$ cat config.mk
export PLATFORM = sky130hd
export DESIGN_NAME = quad_step_decoder_flat
export DESIGN_NICKNAME = d
export VERILOG_FILES = /design/src/rtl/quad_step_decoder_pkg.sv /design/src/rtl/quad_step_decoder_if.sv /design/src/rtl/quad_step_decoder_sync_filter.sv /design/src/rtl/quad_step_decoder.sv /design/src/flat_wrapper.sv
export SDC_FILE = /design/constraint.sdc
export NUM_CORES = 1
export LEC_CHECK = 0
export BUFFER_PORTS_ARGS = -buffer_cell sky130_fd_sc_hd__buf_4
export CORE_ASPECT_RATIO = 1.5
export CORE_UTILIZATION = 40
export CTS_CLUSTER_DIAMETER = 120
export CTS_CLUSTER_SIZE = 24
export DETAILED_ROUTE_END_ITERATION = 16
export SLEW_MARGIN = 30
export SYNTH_ARGS = -nofsm -noshare
export SYNTH_HDL_FRONTEND = slang
export SYNTH_HIERARCHICAL = 1
export SYNTH_SLANG_ARGS = --single-unit
$ cat constraint.sdc
create_clock -name clk -period 2 [get_ports clk]
set_input_delay 0.2 -clock clk [delete_from_list [all_inputs] [get_ports clk]]
set_output_delay 0.2 -clock clk [all_outputs]
set_load 0.02 [all_outputs]
$ cat src/rtl/quad_step_decoder_pkg.sv
// Purpose : shared Gray-code state constants, direction encoding and transition helpers
//           for the quadrature step decoder.
// Latency : n/a (types and pure functions only).
// Backpressure: n/a.
package quad_pkg;

  // Encoder state is {A,B}.
  typedef logic [1:0] qstate_t;

  localparam qstate_t ST_00 = 2'b00;
  localparam qstate_t ST_10 = 2'b10;
  localparam qstate_t ST_11 = 2'b11;
  localparam qstate_t ST_01 = 2'b01;

  localparam logic DIR_UP   = 1'b1;
  localparam logic DIR_DOWN = 1'b0;

  // Forward rotation: 00 -> 10 -> 11 -> 01 -> 00.
  function automatic logic is_up(input qstate_t prev, input qstate_t cur);
    logic r;
    r = 1'b0;
    case (prev)
      ST_00:   r = (cur == ST_10);
      ST_10:   r = (cur == ST_11);
      ST_11:   r = (cur == ST_01);
      ST_01:   r = (cur == ST_00);
      default: r = 1'b0;
    endcase
    return r;
  endfunction

  // Reverse rotation is a forward step with the endpoints swapped.
  function automatic logic is_down(input qstate_t prev, input qstate_t cur);
    return is_up(cur, prev);
  endfunction

endpackage

$ cat src/rtl/quad_step_decoder_if.sv
// Purpose : encoder-side bundle of the quadrature step decoder (raw A/B in, step/dir/err out).
// Latency : n/a (wiring only).
// Backpressure: none; outputs are pulses/levels with no ready.
//   master : encoder/consumer side, drives enc_a/enc_b, observes step, up_down, err, err_cnt
//   slave  : decoder side, consumes enc_a/enc_b, drives the decoded outputs
interface quad_step_decoder_if #(
  parameter int ERR_W = 8
);
  logic             enc_a;
  logic             enc_b;
  logic             step;
  logic             up_down;
  logic             err;
  logic [ERR_W-1:0] err_cnt;

  modport master (output enc_a, output enc_b,
                  input step, input up_down, input err, input err_cnt);
  modport slave  (input enc_a, input enc_b,
                  output step, output up_down, output err, output err_cnt);
endinterface

$ cat src/rtl/quad_step_decoder_sync_filter.sv
// Purpose : 2-flop synchroniser plus stability filter for one raw encoder channel.
// Latency : a held raw change sampled at edge k reaches filt at edge k+1+FILT_CYCLES.
// Backpressure: none.
//   clk, reset : clock and synchronous active-high reset
//   raw        : asynchronous input channel
//   load       : when high, filt follows the synchronised value directly (settle window)
//   filt       : filtered channel value
module sync_filter #(
  parameter int FILT_CYCLES = 4
) (
  input  logic clk,
  input  logic reset,
  input  logic raw,
  input  logic load,
  output logic filt
);

  localparam int CW = $clog2(FILT_CYCLES + 1);
  localparam logic [CW-1:0] CNT_LAST = CW'(FILT_CYCLES - 1);

  logic          sync_1;
  logic          sync_2;
  logic [CW-1:0] cnt;

  always_ff @(posedge clk) begin
    if (reset) begin
      sync_1 <= 1'b0;
      sync_2 <= 1'b0;
      filt   <= 1'b0;
      cnt    <= '0;
    end else begin
      sync_1 <= raw;
      sync_2 <= sync_1;
      if (load) begin
        filt <= sync_2;
        cnt  <= '0;
      end else if (sync_2 != filt) begin
        // Must disagree for FILT_CYCLES consecutive edges before the change is accepted.
        if (cnt == CNT_LAST) begin
          filt <= sync_2;
          cnt  <= '0;
        end else begin
          cnt <= cnt + 1'b1;
        end
      end else begin
        // A return to agreement discards any pending change.
        cnt <= '0;
      end
    end
  end

endmodule

$ cat src/rtl/quad_step_decoder.sv
// Purpose : quadrature A/B to step pulse + direction, with glitch filtering and illegal-jump counting.
// Latency : FILT_CYCLES+3 edges from raw edge sample to step/err pulse.
// Backpressure: none; step/err are single-cycle pulses the counter must take when presented.
//   clk, reset : clock and synchronous active-high reset
//   bus        : slave side of quad_step_decoder_if (enc_a/enc_b in; step, up_down, err, err_cnt out)
module quad_step_decoder
  import quad_pkg::*;
#(
  parameter int FILT_CYCLES = 4,
  parameter int X4          = 1,
  parameter int ERR_W       = 8
) (
  input logic                clk,
  input logic                reset,
  quad_step_decoder_if.slave bus
);

  localparam int SW = $clog2(FILT_CYCLES + 3);
  localparam logic [SW-1:0] SETTLE_LAST = SW'(FILT_CYCLES + 1);

  logic [SW-1:0]    settle_cnt;
  logic             primed;
  logic             a_f;
  logic             b_f;
  qstate_t          prev;
  qstate_t          cur;
  logic             step_r;
  logic             up_down_r;
  logic             err_r;
  logic [ERR_W-1:0] err_cnt_r;

  sync_filter #(.FILT_CYCLES(FILT_CYCLES)) u_filt_a (
    .clk   (clk),
    .reset (reset),
    .raw   (bus.enc_a),
    .load  (!primed),
    .filt  (a_f)
  );

  sync_filter #(.FILT_CYCLES(FILT_CYCLES)) u_filt_b (
    .clk   (clk),
    .reset (reset),
    .raw   (bus.enc_b),
    .load  (!primed),
    .filt  (b_f)
  );

  assign cur = {a_f, b_f};

  // Settle window: filters track the synchronisers directly so an encoder resting at a
  // non-00 position after reset is adopted silently instead of looking like a jump.
  always_ff @(posedge clk) begin
    if (reset) begin
      settle_cnt <= '0;
      primed     <= 1'b0;
    end else if (!primed) begin
      if (settle_cnt == SETTLE_LAST) begin
        primed <= 1'b1;
      end else begin
        settle_cnt <= settle_cnt + 1'b1;
      end
    end
  end

  always_ff @(posedge clk) begin
    if (reset) begin
      prev      <= ST_00;
      step_r    <= 1'b0;
      err_r     <= 1'b0;
      up_down_r <= DIR_UP;
      err_cnt_r <= '0;
    end else begin
      prev   <= cur;
      step_r <= 1'b0;
      err_r  <= 1'b0;
      if (primed) begin
        if (is_up(prev, cur)) begin
          up_down_r <= DIR_UP;
          // In x1 mode only the arrival at 00 counts; direction still tracks every edge.
          step_r    <= (X4 != 0) || (cur == ST_00);
        end else if (is_down(prev, cur)) begin
          up_down_r <= DIR_DOWN;
          step_r    <= (X4 != 0) || (cur == ST_00);
        end else if ((prev ^ cur) == 2'b11) begin
          err_r <= 1'b1;
          if (err_cnt_r != '1) begin
            err_cnt_r <= err_cnt_r + 1'b1;
          end
        end
      end
    end
  end

  assign bus.step    = step_r;
  assign bus.up_down = up_down_r;
  assign bus.err     = err_r;
  assign bus.err_cnt = err_cnt_r;

endmodule

$ cat src/flat_wrapper.sv
// flat-port wrapper written by rule: the top's interface ports become plain ports
module quad_step_decoder_flat import quad_pkg::*;
#(
  parameter int FILT_CYCLES = 4,
  parameter int X4          = 1,
  parameter int ERR_W       = 8
)
  (clk, reset, bus_enc_a, bus_enc_b, bus_step, bus_up_down, bus_err, bus_err_cnt);
  quad_step_decoder_if #(.ERR_W(ERR_W)) bus_i ();
  input logic clk;
  input logic reset;
  input wire logic [$bits(bus_i.enc_a)-1:0] bus_enc_a;
  input wire logic [$bits(bus_i.enc_b)-1:0] bus_enc_b;
  output wire logic [$bits(bus_i.step)-1:0] bus_step;
  output wire logic [$bits(bus_i.up_down)-1:0] bus_up_down;
  output wire logic [$bits(bus_i.err)-1:0] bus_err;
  output wire logic [$bits(bus_i.err_cnt)-1:0] bus_err_cnt;
  assign bus_i.enc_a = bus_enc_a;
  assign bus_i.enc_b = bus_enc_b;
  assign bus_step = bus_i.step;
  assign bus_up_down = bus_i.up_down;
  assign bus_err = bus_i.err;
  assign bus_err_cnt = bus_i.err_cnt;
  quad_step_decoder #(.FILT_CYCLES(FILT_CYCLES), .X4(X4), .ERR_W(ERR_W)) u_core (.clk(clk), .reset(reset), .bus(bus_i));
endmodule
Word level (Yosys, flattened, before mapping)
Cells that the tools add are included.
{"block": "totals", "reg_bits": 29, "latch_bits": 0, "ram_bits": 0, "rom_bits": 0, "inputBits": 4, "out_inout_bits": 11, "wordCells": 75, "memories": 0}
{"block": "op_classes", "add_sub_neg": 4, "multipliers": 0, "div_mod_pow": 0, "n_lt_le_gt_ge": 0, "eq_ne": 17, "n_shift": 0, "n_mux": 20, "bitwise_logic": 7, "n_reduce_logical": 12}
{"cell": "two-way mux 1 bit", "count": 18}
{"cell": "OR reduction 4 bit", "count": 3}
{"cell": "== test 2 bit (second input constant)", "count": 5}
{"cell": "adder 3 x 1 -> 3 bit (second input constant)", "count": 3}
{"cell": "adder 8 x 1 -> 8 bit (second input constant)", "count": 1}
{"cell": "!= test 2 bit (second input constant)", "count": 4}
{"cell": "!= test 8 bit (second input constant)", "count": 1}
{"cell": "case mux 1 bit (4 select lines)", "count": 2}
{"cell": "AND reduction 2 bit", "count": 4}
{"cell": "== test 3 x 2 -> 1 bit (second input constant)", "count": 2}
{"cell": "inverter 1 bit", "count": 6}
{"cell": "AND reduction 5 bit", "count": 1}
{"cell": "== test 2 x 1 -> 1 bit (second input constant)", "count": 2}
{"cell": "logical NOT 2 bit", "count": 2}
{"cell": "== test 3 bit (second input constant)", "count": 1}
{"cell": "!= test 1 bit", "count": 2}
{"cell": "nonzero test 2 bit", "count": 1}
{"cell": "OR reduction 2 bit", "count": 1}
{"cell": "bitwise XOR 2 bit", "count": 1}

Longest topological paths before layout
Gate-level depths: netlist of run 1.
{"block": "logic_depth", "word_depth": 9, "ltp_mapped": 6, "mapped_depth_nobuf": 5}

Cells and area by module
The synthesis of run 1 kept the hierarchy.
{"mod": "quad_step_decoder", "instances": 1, "cells_each": 85, "area_per_inst_um2": 770.7, "seq_area_each_um2": 340.3}
{"mod": "sync_filter", "instances": 2, "cells_each": 19, "area_per_inst_um2": 222.7, "seq_area_each_um2": 120.1}

Worst setup path before layout of run 1
No wires, ideal clock.
{"block": "synth_timing", "kind": "flip-flop to flip-flop", "startpoint": "reg u_core.err_cnt_r[0] (netlist: u_core/bus.err_cnt[0])", "endpoint": "reg u_core.err_cnt_r[3] (netlist: u_core/bus.err_cnt[3])", "setup_time_ns": 0.071, "arrival_time_ns": 1.535, "t_required_ns": 1.929, "setup_slack_ns": 0.394, "path_stages_with_launch": 7, "n_path_buf": 1, "synth_period_minus_slack_ns": 1.606, "path_cell_list": "dfxtp_1 > ha_1 > inv_1 > nor4_1 > buf_2 > or4_1 > a21oi_1"}
{"block": "synth_via", "elab_chain_len": 2, "elab_cells_between_ends": 3, "cone_classes": "1 x add/sub; 1 x eq/ne; 1 x reduce/logical"}
{"element": "start, declared", "line": "quad_step_decoder.sv:30", "text": "logic [ERR_W-1:0] err_cnt_r;"}
{"element": "start signal, assigned", "line": "quad_step_decoder.sv:87", "text": "err_cnt_r <= err_cnt_r + 1'b1;"}
{"element": "parallel branches: the longest is 2 deep, another holds adder 8 x 1 -> 8 bit"}
Several ways; the timed one is not identified.
A chain may end at the register's enable or synchronous reset.

Worst setup path after layout of run 1
{"block": "layout_timing", "startpoint": "reg u_core.u_filt_b.filt", "endpoint": "reg u_core.err_cnt_r[3] (netlist: u_core/bus.err_cnt[3])"}
{"block": "layout_via", "elab_chain_len": 7, "elab_cells_between_ends": 16, "cone_classes": "4 x eq/ne; 7 x mux; 3 x bitwise; 2 x reduce/logical"}
{"element": "start, declared", "line": "quad_step_decoder_sync_filter.sv:15", "text": "output logic filt"}
{"element": "start signal, assigned", "line": "quad_step_decoder_sync_filter.sv:35", "text": "filt <= sync_2;"}
{"element": "start signal, assigned", "line": "quad_step_decoder_sync_filter.sv:40", "text": "filt <= sync_2;"}
{"element": "== test 2 x 1 -> 1 bit, or another cell as far along", "line": "quad_step_decoder_pkg.sv:22, quad_step_decoder_pkg.sv:25"}
{"element": "case mux 1 bit (4 select lines)", "line": "quad_step_decoder_pkg.sv:22", "text": "case (prev)"}
{"element": "two-way mux 1 bit", "line": "quad_step_decoder.sv:77", "text": "if (is_up(prev, cur)) begin"}
{"element": "two-way mux 1 bit", "line": "quad_step_decoder.sv:76", "text": "if (primed) begin"}
{"element": "two-way mux 1 bit", "line": "quad_step_decoder.sv:66", "text": "if (reset) begin"}
{"element": "inverter 1 bit (no source line)"}
{"element": "AND reduction 5 bit (no source line) (*)"}
Mark *: on every way between the ends. The rest lies on a longest branch, timed or not. The select of a mux whose other input is x is not followed.

==> out/qor.yml, run 1 <==
placement:
  dpl.hpwl_um: 1506
  place_congestion: 0.7297
  post-place-ws_ps: 322.0
  numPortBuffers: 14
  place_area_mm2: 0.001360
routing:
  first_iter_violations: 18
  wl_per_cell_um: 11.81
  wl_met2_um: 1105
  final_antenna_net_count: 0
  route.detailed.drc: 0
  drtPass1Iterations: 4
  dr_total_vias: 928
  vias_per_cell: 5.156
  drt-met1-wl_um: 878
  wl_met3_um: 88
  wl_um: 2126
  highest_layer: "met4"
final_layout:
  drive_above_1_share_pct: 17.73
  final_cell_mix: "dfxtp_1 (29), buf_4 (15), a21oi_1 (11)"
  area_growth_pct: 18.93
  final_common_cell: "dfxtp_1"
  layout.nets: 152
  final_util_pct: 49.66
  diodes: 0
  postLayoutCellArea_mm2: 0.001446
pwr:
  p_leak_nw: 0.5417
  p_per_area_mw_per_mm2: 783.6
  fin_total_pwr_mw: 1.133
  ir_drop_mv: 0.5608
floorplanning:
  core_area_mm2: 0.002913
  chipWidth_um: 47.02
  fp.dieH_um: 69.53
  pin_count: 15
  dieArea_mm2: 0.003269
  row_count: 24
  start_util_pct: 41.75
grt:
  grt_max_degree: 31
  grt_pass1_wl_um: 3546
  track_usage_pct: 15.37
  antenna_found_initial: 0
  overflow: 0
  grt_pass1_vias: 876
flow_run:
  drv_cap: 0
worst_setup_path:
  reg2reg_depth: 4
  crit_chain: "xor2_1 > nand3_2 > or4_1 > a21oi_1"
  arrival_ps: 1900
  endpoint_kind: "flop"
  worstSetupPathType: "reg -> reg"
  crit_required_ps: 2210
  r2r-start: "u_core/u_filt_b/filt$_SDFFE_PP0P_"
  worst_path_largest_cell_delay_ps: 580
  critical_path.slowest_cell: "or4_1"
  rr_endpoint: "u_core/bus.err_cnt[3]$_SDFFE_PP0P_"
  setup.worst_path.start_class: "flop"
  crit_fanout: 16
  r2r_slack_ps: 300
sta:
  slew_headroom_pct: 75.94
  tightest_slew_ps: 358.3
  tns_ps: 0
  finalClockSkew_ps: 5.041
  period_share_pct: 84.80
  rsz0062_at_grt: "false"
  setup_ws_ps: 304.0
  setup_viol: 0
  slew_violations: 0
  final_hold_viol_count: 0
  max_freq_mhz: 589.6
  min_period_ps: 1696
cts:
  cts_buffer_depth: 2
  root_buffer: "clkbuf_8"
  cts.repair.resized: 0
  cts_hold_buf: 0
  clk_latency_ps: 270
  cts_buffers: 5
  clk_pin_slew_ps: 60
  cts.sinks: 29
  cts_tree: "done"
  post_cts_buffers: 0
  cts_max_level: 2
worst_hold_path:
  hold_depth: 2
  hp-start: "bus_enc_b"
  worst_hold_path_type: "in -> reg"
  hold_path_end: "u_core/u_filt_b/sync_1$_SDFF_PP0_"
synth:
  syn_area_per_cell_um2: 9.888
  syn_inst: 123
  yosysUniqueCellTypes: 31
  synth-edff-count: 0
  ys_ff_latch: 29
  syn_nets: 134
  yosysSeqAreaShare_pct: 47.74
  ys_async_sr_fraction_pct: 0
  netlist_area_mm2: 0.001216
  yosysWarningCount: 6
  synthFlopType: "dfxtp_1"
status:
  outcome: "complete, no violations"
==> area by class of cell <==
| type | count | area (um^2) |
|---|---|---|
| Timing Repair Buffer | 15 | 112.6 |
| Multi-Input combinational cell | 83 | 591.8 |
| Fill cell | 290 | 1466 |
| Clock buffer | 7 | 86.33 |
| Inverter | 7 | 26.28 |
| Sequential cell | 29 | 580.6 |
| Tap cell | 39 | 48.80 |
==> through the flow <==
| step | hold slack (ps) | instances |
|---|---|---|
| final | 140.0 | 180 |
| after global routing | 144.6 | 180 |
| after CTS | 131.5 | 180 |
| after detailed placement | 421.6 | 173 |
| after global placement | 411.3 | 173 |
| after floorplan | 269.1 | 123 |
==> worst max-delay path by stage <==
stage | from | to | slack (ps)
after floorplan | u_core/bus.err_cnt[0]$_SDFFE_PP0P_ | u_core/bus.err_cnt[3]$_SDFFE_PP0P_ | 390
after global placement | u_core/u_filt_b/filt$_SDFFE_PP0P_ | u_core/bus.err_cnt[3]$_SDFFE_PP0P_ | 390
after detailed placement | u_core/u_filt_b/filt$_SDFFE_PP0P_ | u_core/bus.err_cnt[5]$_SDFFE_PP0P_ | 320
after CTS | u_core/u_filt_b/filt$_SDFFE_PP0P_ | u_core/bus.err_cnt[5]$_SDFFE_PP0P_ | 300
after global routing | u_core/u_filt_b/filt$_SDFFE_PP0P_ | u_core/bus.err_cnt[5]$_SDFFE_PP0P_ | 180
final | u_core/u_filt_b/filt$_SDFFE_PP0P_ | u_core/bus.err_cnt[3]$_SDFFE_PP0P_ | 300
==> cell usage after synthesis, drive strengths merged, types with 3 or more instances <==
cell type | number | area share (%)
a21oi | 11 | 4.5
dfxtp | 29 | 48
ha | 7 | 7.2
inv | 7 | 2.2
nand3 | 4 | 2.1
nor2 | 5 | 1.5
nor2b | 6 | 3.1
nor3 | 5 | 2.1
nor4 | 5 | 2.6
o21ai | 4 | 1.6
o31ai | 4 | 2.5
or2 | 3 | 1.5
or4 | 4 | 2.5
xnor2 | 4 | 2.9
xor2 | 4 | 2.9
==> worst max-delay path: cells and delay by family, from the launching register on <==
family / cells / cell delay (ps)
simple gates: 2 / 850
compound gates: 1 / 160
flops: 1 / 420
xor+xnor: 1 / 200
==> report_power, final <==
group / leakage [nW] / internal, mW / switching, mW
clock: 0.0443 / 0.272 / 0.195
sequential: 0.235 / 0.595 / 0.0128
combinational: 0.262 / 0.0272 / 0.0318
total: 0.542 / 0.894 / 0.240
==> cells by family (layout without fill, tap and decap cells) <==
kind of cell             count (synthesis)  after routing  synth area share [%]
AO/OA/AOI/OAI                           23             23                 11.42
XOR/XNOR                                 8              8                 5.761
adder cells (fa/ha/maj)                  7              7                 7.201
buffers and inverters                   11             29                 3.601
flip-flops                              29             29                 47.74
multiplexers                             1              1                0.8231
AND/OR/NAND/NOR                         44             44                 23.46
==> metal layers <==
metal	up-vias	GRT usage, %
li1	474	-
met1	432	14.00
met2	17	26.54
met3	5	6.250
met4	0	8.571
met5	-	0
==> state kept, by name, summed over array words and instances (netlist names), 2 cells and up <==
signal and cells:
u_core/bus.err_cnt 8, u_core/prev 2, u_core/settle_cnt 3, u_core/u_filt_a/cnt 3
u_core/u_filt_b/cnt 3
No activity file was read; power rests on OpenSTA's default activity.
==> inputs of run 2 (changes only) <==
--- a/config.mk
+++ b/config.mk
@@ -5,6 +5,7 @@
 export SDC_FILE = /design/constraint.sdc
 export NUM_CORES = 1
 export LEC_CHECK = 0
+export ABC_AREA = 1
 export BUFFER_PORTS_ARGS = -buffer_cell sky130_fd_sc_hd__buf_4
 export CORE_ASPECT_RATIO = 1.5
 export CORE_UTILIZATION = 40
==> constraint.sdc (replaced) <==
create_clock -name clk -period 1.7 [get_ports clk]
set_input_delay 0.17 -clock clk [delete_from_list [all_inputs] [get_ports clk]]
set_output_delay 0.17 -clock clk [all_outputs]
set_load 0.02 [all_outputs]
==> run 2 against run 1 <==
  * Sequential share of layout area shrank 3.7 points
  * Synthesized area rose by 12%
  * Critical endpoint unchanged
  * Die area is 12% higher
==> out/qor.yml, run 2 <==
synth:
  ys_ff_latch: 29  # unchanged
  synth_top_area_share_pct: 42.61  # was 47.74%
  yosys.area.top_type: "dfxtp_1"  # unchanged
  syn_inst: 190  # was 123
  yosys-top-cells-count: "nand2_1 (49), inv_1 (33), nor2_1 (30), dfxtp_1 (29), a21oi_1 (11)"  # was dfxtp_1 (29), a21oi_1 (11), ha_1 (7), inv_1 (7), nor2b_1 (6)
  yosysUniqueCellTypes: 18  # was 31
  syn_area_per_cell_um2: 7.171  # was 9.888 um^2
  synth-edff-count: 0  # unchanged
  ys_async_sr_fraction_pct: 0  # unchanged
  synthFlopType: "dfxtp_1"  # unchanged
  yosysWarningCount: 6  # unchanged
  yosysMostFrequentCell: "nand2_1"  # was dfxtp_1
  synth_area_leaders: "dfxtp_1 (43%), nand2_1 (13%), inv_1 (9.1%), nor2_1 (8.3%), ha_1 (6.4%)"  # was dfxtp_1 (48%), ha_1 (7.2%), a21oi_1 (4.5%), nor2b_1 (3.1%), xnor2_1 (2.9%)
  netlist_area_mm2: 0.001363  # was 0.001216 mm^2
  syn_nets: 201  # was 134
  yosysSeqAreaShare_pct: 42.61  # was 47.74%
final_layout:
  layout.nets: 221  # was 152
  postLayoutCellArea_mm2: 0.001593  # was 0.001446 mm^2
  finalNonFillerCells: 250  # was 180
  fillers: 336  # was 290
  drive_above_1_share_pct: 16.19  # was 17.73%
  diodes: 0  # unchanged
  largest_register_ffs: 8  # unchanged
  final_common_cell: "nand2_1"  # was dfxtp_1
  register_area_um2: 580.6  # unchanged
  final_cell_mix: "nand2_1 (49), inv_1 (33), nor2_1 (30)"  # was dfxtp_1 (29), buf_4 (15), a21oi_1 (11)
  area_growth_pct: 16.90  # was 18.93%
  multi_input_area_um2: 639.4  # was 591.8 um^2
  final_util_pct: 49.92  # was 49.66%
worst_setup_path:
  critical_path.slowest_cell: "dfxtp_1"  # was or4_1
  endpoint_kind: "flop"  # unchanged
  crit_fanout: 8  # was 16
  reg2reg_depth: 7  # was 4
  setup.worst_path.start_class: "flop"  # unchanged
  worstSetupPathType: "reg -> reg"  # unchanged
  worst_path_largest_cell_delay_ps: 390  # was 580 ps
  path_common_cell: "nand2_1"
  crit_required_ps: 1900  # was 2210 ps
  arrival_ps: 1540  # was 1900 ps
  crit_chain: "ha_1 > nand3_1 > inv_1 > nand2_1 > nand3_2 > nand2_1 > a21oi_1"  # was xor2_1 > nand3_2 > or4_1 > a21oi_1
grt:
  overflow: 0  # unchanged
  track_usage_pct: 15.21  # was 15.37%
  antenna_found_initial: 0  # unchanged
  grt_pass1_wl_um: 4181  # was 3546 um
  grt_max_degree: 23  # was 31
  grt_pass1_vias: 1070  # was 876
sta:
  slew_violations: 0  # unchanged
  final_hold_viol_count: 0  # unchanged
  setup_viol: 0  # unchanged
  rsz0062_at_grt: "false"  # unchanged
  period_share_pct: 78.90  # was 84.80%
  tightest_slew_ps: 253.7  # was 358.3 ps
  slew_headroom_pct: 83.06  # was 75.94%
  setup_ws_ps: 358.6  # was 304.0 ps
  min_period_ps: 1341  # was 1696 ps
  max_freq_mhz: 745.5  # was 589.6 MHz
  tns_ps: 0  # unchanged
  timing.hold.ws_ps: 100.7  # was 140.0 ps
  finalClockSkew_ps: 2.997  # was 5.041 ps
pwr:
  p_leak_nw: 0.7432  # was 0.5417 nW
  ir_drop_mv: 0.4303  # was 0.5608 mV
  fin_total_pwr_mw: 1.336  # was 1.133 mW
  p_per_area_mw_per_mm2: 838.9  # was 783.6 mW/mm^2
cts:
  root_buffer: "clkbuf_8"  # unchanged
  post_cts_buffers: 0  # unchanged
  cts_buffer_depth: 2  # unchanged
  cts_hold_buf: 0  # unchanged
  cts_tree: "done"  # unchanged
  clk_latency_ps: 270  # about the same
  clk_pin_slew_ps: 60  # about the same
  cts.repair.resized: 0  # unchanged
  cts.sinks: 29  # unchanged
  cts_max_level: 2  # unchanged
  cts_buffers: 5  # unchanged
placement:
  dp.cells: 243  # was 173
  dpl.hpwl_um: 1732  # was 1506 um
  place_congestion: 0.7997  # was 0.7297
  numPortBuffers: 14  # unchanged
  post-place-ws_ps: 397.9  # was 322.0 ps
  place_area_mm2: 0.001506  # was 0.001360 mm^2
floorplanning:
  chipWidth_um: 49.66  # was 47.02 um
  pin_count: 15  # unchanged
  core_area_mm2: 0.003191  # was 0.002913 mm^2
  start_util_pct: 42.71  # was 41.75%
  row_count: 25  # was 24
  dieArea_mm2: 0.003649  # was 0.003269 mm^2
  fp.dieH_um: 73.48  # was 69.53 um
worst_hold_path:
  worst_hold_path_type: "in -> reg"  # unchanged
  hold_depth: 3  # was 2
routing:
  first_iter_violations: 21  # was 18
  final_antenna_net_count: 0  # unchanged
  drtPass1Iterations: 4  # unchanged
  route.detailed.drc: 0  # unchanged
  dr_total_vias: 1137  # was 928
  vias_per_cell: 4.548  # was 5.156
  wl_um: 2307  # was 2126 um
  wl_per_cell_um: 9.228  # was 11.81 um
flow_run:
  drv_cap: 0  # unchanged
status:
  outcome: "complete, no violations"  # unchanged
## run 2: worst max-delay path: cells and delay by family (launching register included)
family,cells,cell delay [ps]
simple gates,4,420
compound gates,1,160
buf+inv,1,80
flops,1,390
fa+ha+maj,1,230
## run 2: cell type report
class / instances / share of cell area (%)
Sequential cell: 29 / 36.45
Timing Repair Buffer: 14 / 6.599
Inverter: 35 / 8.248
Multi-Input combinational cell: 125 / 40.14
Tap cell: 40 / 3.142
Clock buffer: 7 / 5.420
## run 2: worst paths after layout
check	from	end	slack [ps]
setup / recovery	u_core/bus.err_cnt[1]$_SDFFE_PP0P_	u_core/bus.err_cnt[3]$_SDFFE_PP0P_	360
setup reg to reg	u_core/bus.err_cnt[1]$_SDFFE_PP0P_	u_core/bus.err_cnt[3]$_SDFFE_PP0P_	360
hold / removal	bus_enc_a	u_core/u_filt_a/sync_1$_SDFF_PP0_	100
hold reg to reg	u_core/u_filt_a/sync_1$_SDFF_PP0_	u_core/u_filt_a/sync_2$_SDFF_PP0_	400
## run 2: power breakdown
part           switching [mW]  internal [mW]
Sequential             0.0152          0.699
Combinational          0.0423         0.0289
Clock                   0.231          0.320
Total                   0.288           1.05
## run 2: logic make-up (layout without fill, tap and decap cells)
| family | count (synthesis) | count (layout) | synth area share, % |
|---|---|---|---|
| buffers and inverters | 36 | 56 | 10.47 |
| xor gates and xnor gates | 5 | 5 | 3.215 |
| and+or+nand+nor | 95 | 95 | 30.30 |
| AOI/OAI and AO/OA | 18 | 18 | 6.978 |
| adders and majority gates | 7 | 7 | 6.428 |
| DFF | 29 | 29 | 42.61 |
## run 2: layer usage
| metal | routed length (um) | vias up | global-route usage [%] |
|---|---|---|---|
| met1 | 939 | 509 | 13.90 |
| met2 | 1227 | 16 | 29.28 |
| met3 | 83 | 7 | 4.348 |
| met4 | 56 | 0 | 8.571 |
| met5 | 0 | - | 0 |
| li1 | - | 605 | - |
==> inputs of run 3 (changes only) <==
--- a/config.mk
+++ b/config.mk
@@ -5,7 +5,7 @@
 export SDC_FILE = /design/constraint.sdc
 export NUM_CORES = 1
 export LEC_CHECK = 0
-export ABC_AREA = 1
+export ABC_AREA = 0
 export BUFFER_PORTS_ARGS = -buffer_cell sky130_fd_sc_hd__buf_4
 export CORE_ASPECT_RATIO = 1.5
 export CORE_UTILIZATION = 40
==> constraint.sdc (replaced) <==
create_clock -name clk -period 1.1 [get_ports clk]
set_input_delay 0.11 -clock clk [delete_from_list [all_inputs] [get_ports clk]]
set_output_delay 0.11 -clock clk [all_outputs]
set_load 0.02 [all_outputs]
==> run 3 against run 2 <==
  * Utilization is 19 points higher
  * The run now ends with negative setup slack left
  * Critical path type unchanged
  * Maximum frequency down 8.4%
  * Flip-flop and latch count unchanged
  * Combinational power grew to 2.8 times the previous value
==> out/qor.yml, run 3 (synthesis results as in run 1) <==
routing:
  dr_total_vias: 1111  # was 1137
  first_iter_violations: 28  # was 21
  drtPass1Iterations: 4  # unchanged
  route.detailed.drc: 0  # unchanged
  wl_um: 3018  # was 2307 um
  final_antenna_net_count: 0  # unchanged
  wl_per_cell_um: 14.24  # was 9.228 um
  vias_per_cell: 5.241  # was 4.548
sta:
  period_share_pct: 133.1  # was 78.90%
  setup_viol: 18  # was 0
  max_freq_mhz: 682.9  # was 745.5 MHz
  rsz0062_at_grt: "true"  # was false
  final_hold_viol_count: 0  # unchanged
  timing.hold.ws_ps: 37.36  # was 100.7 ps
  setup_ws_ps: -364.3  # was 358.6 ps
  tns_ps: -3217  # was 0 ps
  slew_violations: 0  # unchanged
  tightest_slew_ps: 357.5  # was 253.7 ps
  slew_headroom_pct: 75.96  # was 83.06%
  finalClockSkew_ps: 6.515  # was 2.997 ps
  min_period_ps: 1464  # was 1341 ps
final_layout:
  drive_above_1_share_pct: 62.43  # was 16.19%
  final_util_pct: 68.60  # was 49.92%
  diodes: 0  # unchanged
  layout.nets: 183  # was 221
  largest_register_ffs: 8  # unchanged
  final_common_cell: "buf_4"  # was nand2_1
  final_cell_mix: "buf_4 (39), dfxtp_2 (14), dfxtp_1 (10)"  # was nand2_1 (49), inv_1 (33), nor2_1 (30)
  fillers: 239  # was 336
  area_growth_pct: 64.30  # was 16.90%
cts:
  cts_max_level: 2  # unchanged
  cts_hold_buf: 0  # unchanged
  clk_latency_ps: 280  # was 270 ps
  cts.sinks: 29  # unchanged
  cts_buffers: 5  # unchanged
  root_buffer: "clkbuf_8"  # unchanged
  clk_pin_slew_ps: 60  # about the same
  cts_buffer_depth: 2  # unchanged
  cts_tree: "done"  # unchanged
pwr:
  ir_drop_mv: 1.132  # was 0.4303 mV
  p_leak_nw: 0.7568  # was 0.7432 nW
  p_per_area_mw_per_mm2: 1138  # was 838.9 mW/mm^2
grt:
  overflow: 0  # unchanged
  grt_max_degree: 31  # was 23
  grt_pass1_vias: 1065  # was 1070
  grt_pass1_wl_um: 4505  # was 4181 um
  track_usage_pct: 19.45  # was 15.21%
  antenna_found_initial: 0  # unchanged
floorplanning:
  fp.dieH_um: 69.53  # was 73.48 um
  chipWidth_um: 47.02  # was 49.66 um
  core_area_mm2: 0.002913  # was 0.003191 mm^2
  pin_count: 15  # unchanged
  dieArea_mm2: 0.003269  # was 0.003649 mm^2
  start_util_pct: 41.75  # was 42.71%
  row_count: 24  # was 25
worst_hold_path:
  hp-start: "bus_enc_a"  # unchanged
  worst_hold_path_type: "in -> reg"  # unchanged
placement:
  place_congestion: 0.7575  # was 0.7997
  post-place-ws_ps: -353.9  # was 397.9 ps
  dpl.hpwl_um: 1864  # was 1732 um
  numPortBuffers: 14  # unchanged
worst_setup_path:
  startpoint: "u_core/u_filt_b/filt$_SDFFE_PP0P_"  # was u_core/bus.err_cnt[1]$_SDFFE_PP0P_
  critical_path.slowest_cell: "or4_4"  # was dfxtp_1
  crit_fanout: 6  # was 8
  worst_path_largest_cell_delay_ps: 420  # was 390 ps
  setup.worst_path.start_class: "flop"  # unchanged
  arrival_ps: 1670  # was 1540 ps
  crit_chain: "xor2_2 > nand3_4 > buf_6 > or4_4 > a21oi_2"  # was ha_1 > nand3_1 > inv_1 > nand2_1 > nand3_2 > nand2_1 > a21oi_1
  endpoint_kind: "flop"  # unchanged
  r2r-start: "u_core/u_filt_b/filt$_SDFFE_PP0P_"  # was u_core/bus.err_cnt[1]$_SDFFE_PP0P_
  worstSetupPathType: "reg -> reg"  # unchanged
  crit_required_ps: 1310  # was 1900 ps
status:
  outcome: "finished, violations left"  # was complete, no violations
  violations: "negative setup slack"
flow_run:
  drv_cap: 0  # unchanged
==> run 3: changes by cell type in the layout (fill, tap and decap cells not counted), sizes merged, moves of 5 or more <==
cell | before | now
nor3 | 0 | 5
inv | 35 | 7
nor4 | 0 | 5
nand2 | 55 | 1
nor2 | 35 | 5
nor2b | 0 | 6
buf | 14 | 46
==> run 3: area by class of cell <==
cell class,instances,area [um^2],area share (%)
repair buffers,46,365.4,18.28
flip-flops and latches,29,616.8,30.87
multi-input cells,83,837.1,41.89
well taps,39,48.80,2.442
clock inverters,1,5.005,0.2505
inverters,7,28.78,1.440
clock buffers,7,96.34,4.822
==> run 3: metal layers <==
metal | track usage (%) | share of wire, %
met1 | 20.56 | 38
met2 | 32.41 | 57
met5 | 0 | 0
met4 | 10.79 | 1.5
met3 | 5.469 | 3.1
==> run 3: what timing repair did <==
item,in CTS,in global routing
buffers inserted,4,3
hold endpoints to repair,0,0
resized for setup,21,23
gates cloned,0,1
endpoints found under the setup margin,21,21
pin swaps,16,16
==> run 3: per-stage QoR <==
stage,std cells,power (mW),cell area [um^2]
finish,212,2.273,1998
global route,212,2.367,1998
CTS,210,2.267,1884
detailed placement,198,1.260,1658
global placement,198,1.254,1658
floorplan,123,1.198,1333
==> run 3: critical path: cells and delay by family, from the launching register on <==
family	cells	cell delay, ps
compound gates	1	130
xor+xnor	1	190
buf+inv	1	160
flops	1	350
simple gates	2	560
==> run 3: final timing paths <==
kind | endpoint | slack (ps) | cells after the start
setup / recovery | u_core/bus.err_cnt[5]$_SDFFE_PP0P_ | -360 | 5
hold / removal | u_core/u_filt_a/sync_1$_SDFF_PP0_ | 40 | 2
setup reg to reg | u_core/bus.err_cnt[5]$_SDFFE_PP0P_ | -360 | 5
hold reg to reg | u_core/u_filt_a/cnt[0]$_SDFF_PP0_ | 430 | 1
==> run 3: where the power goes <==
group	internal [mW]	switching, mW
Combinational	0.108	0.0933
Sequential	1.07	0.0293
Clock	0.564	0.406
Total	1.74	0.528
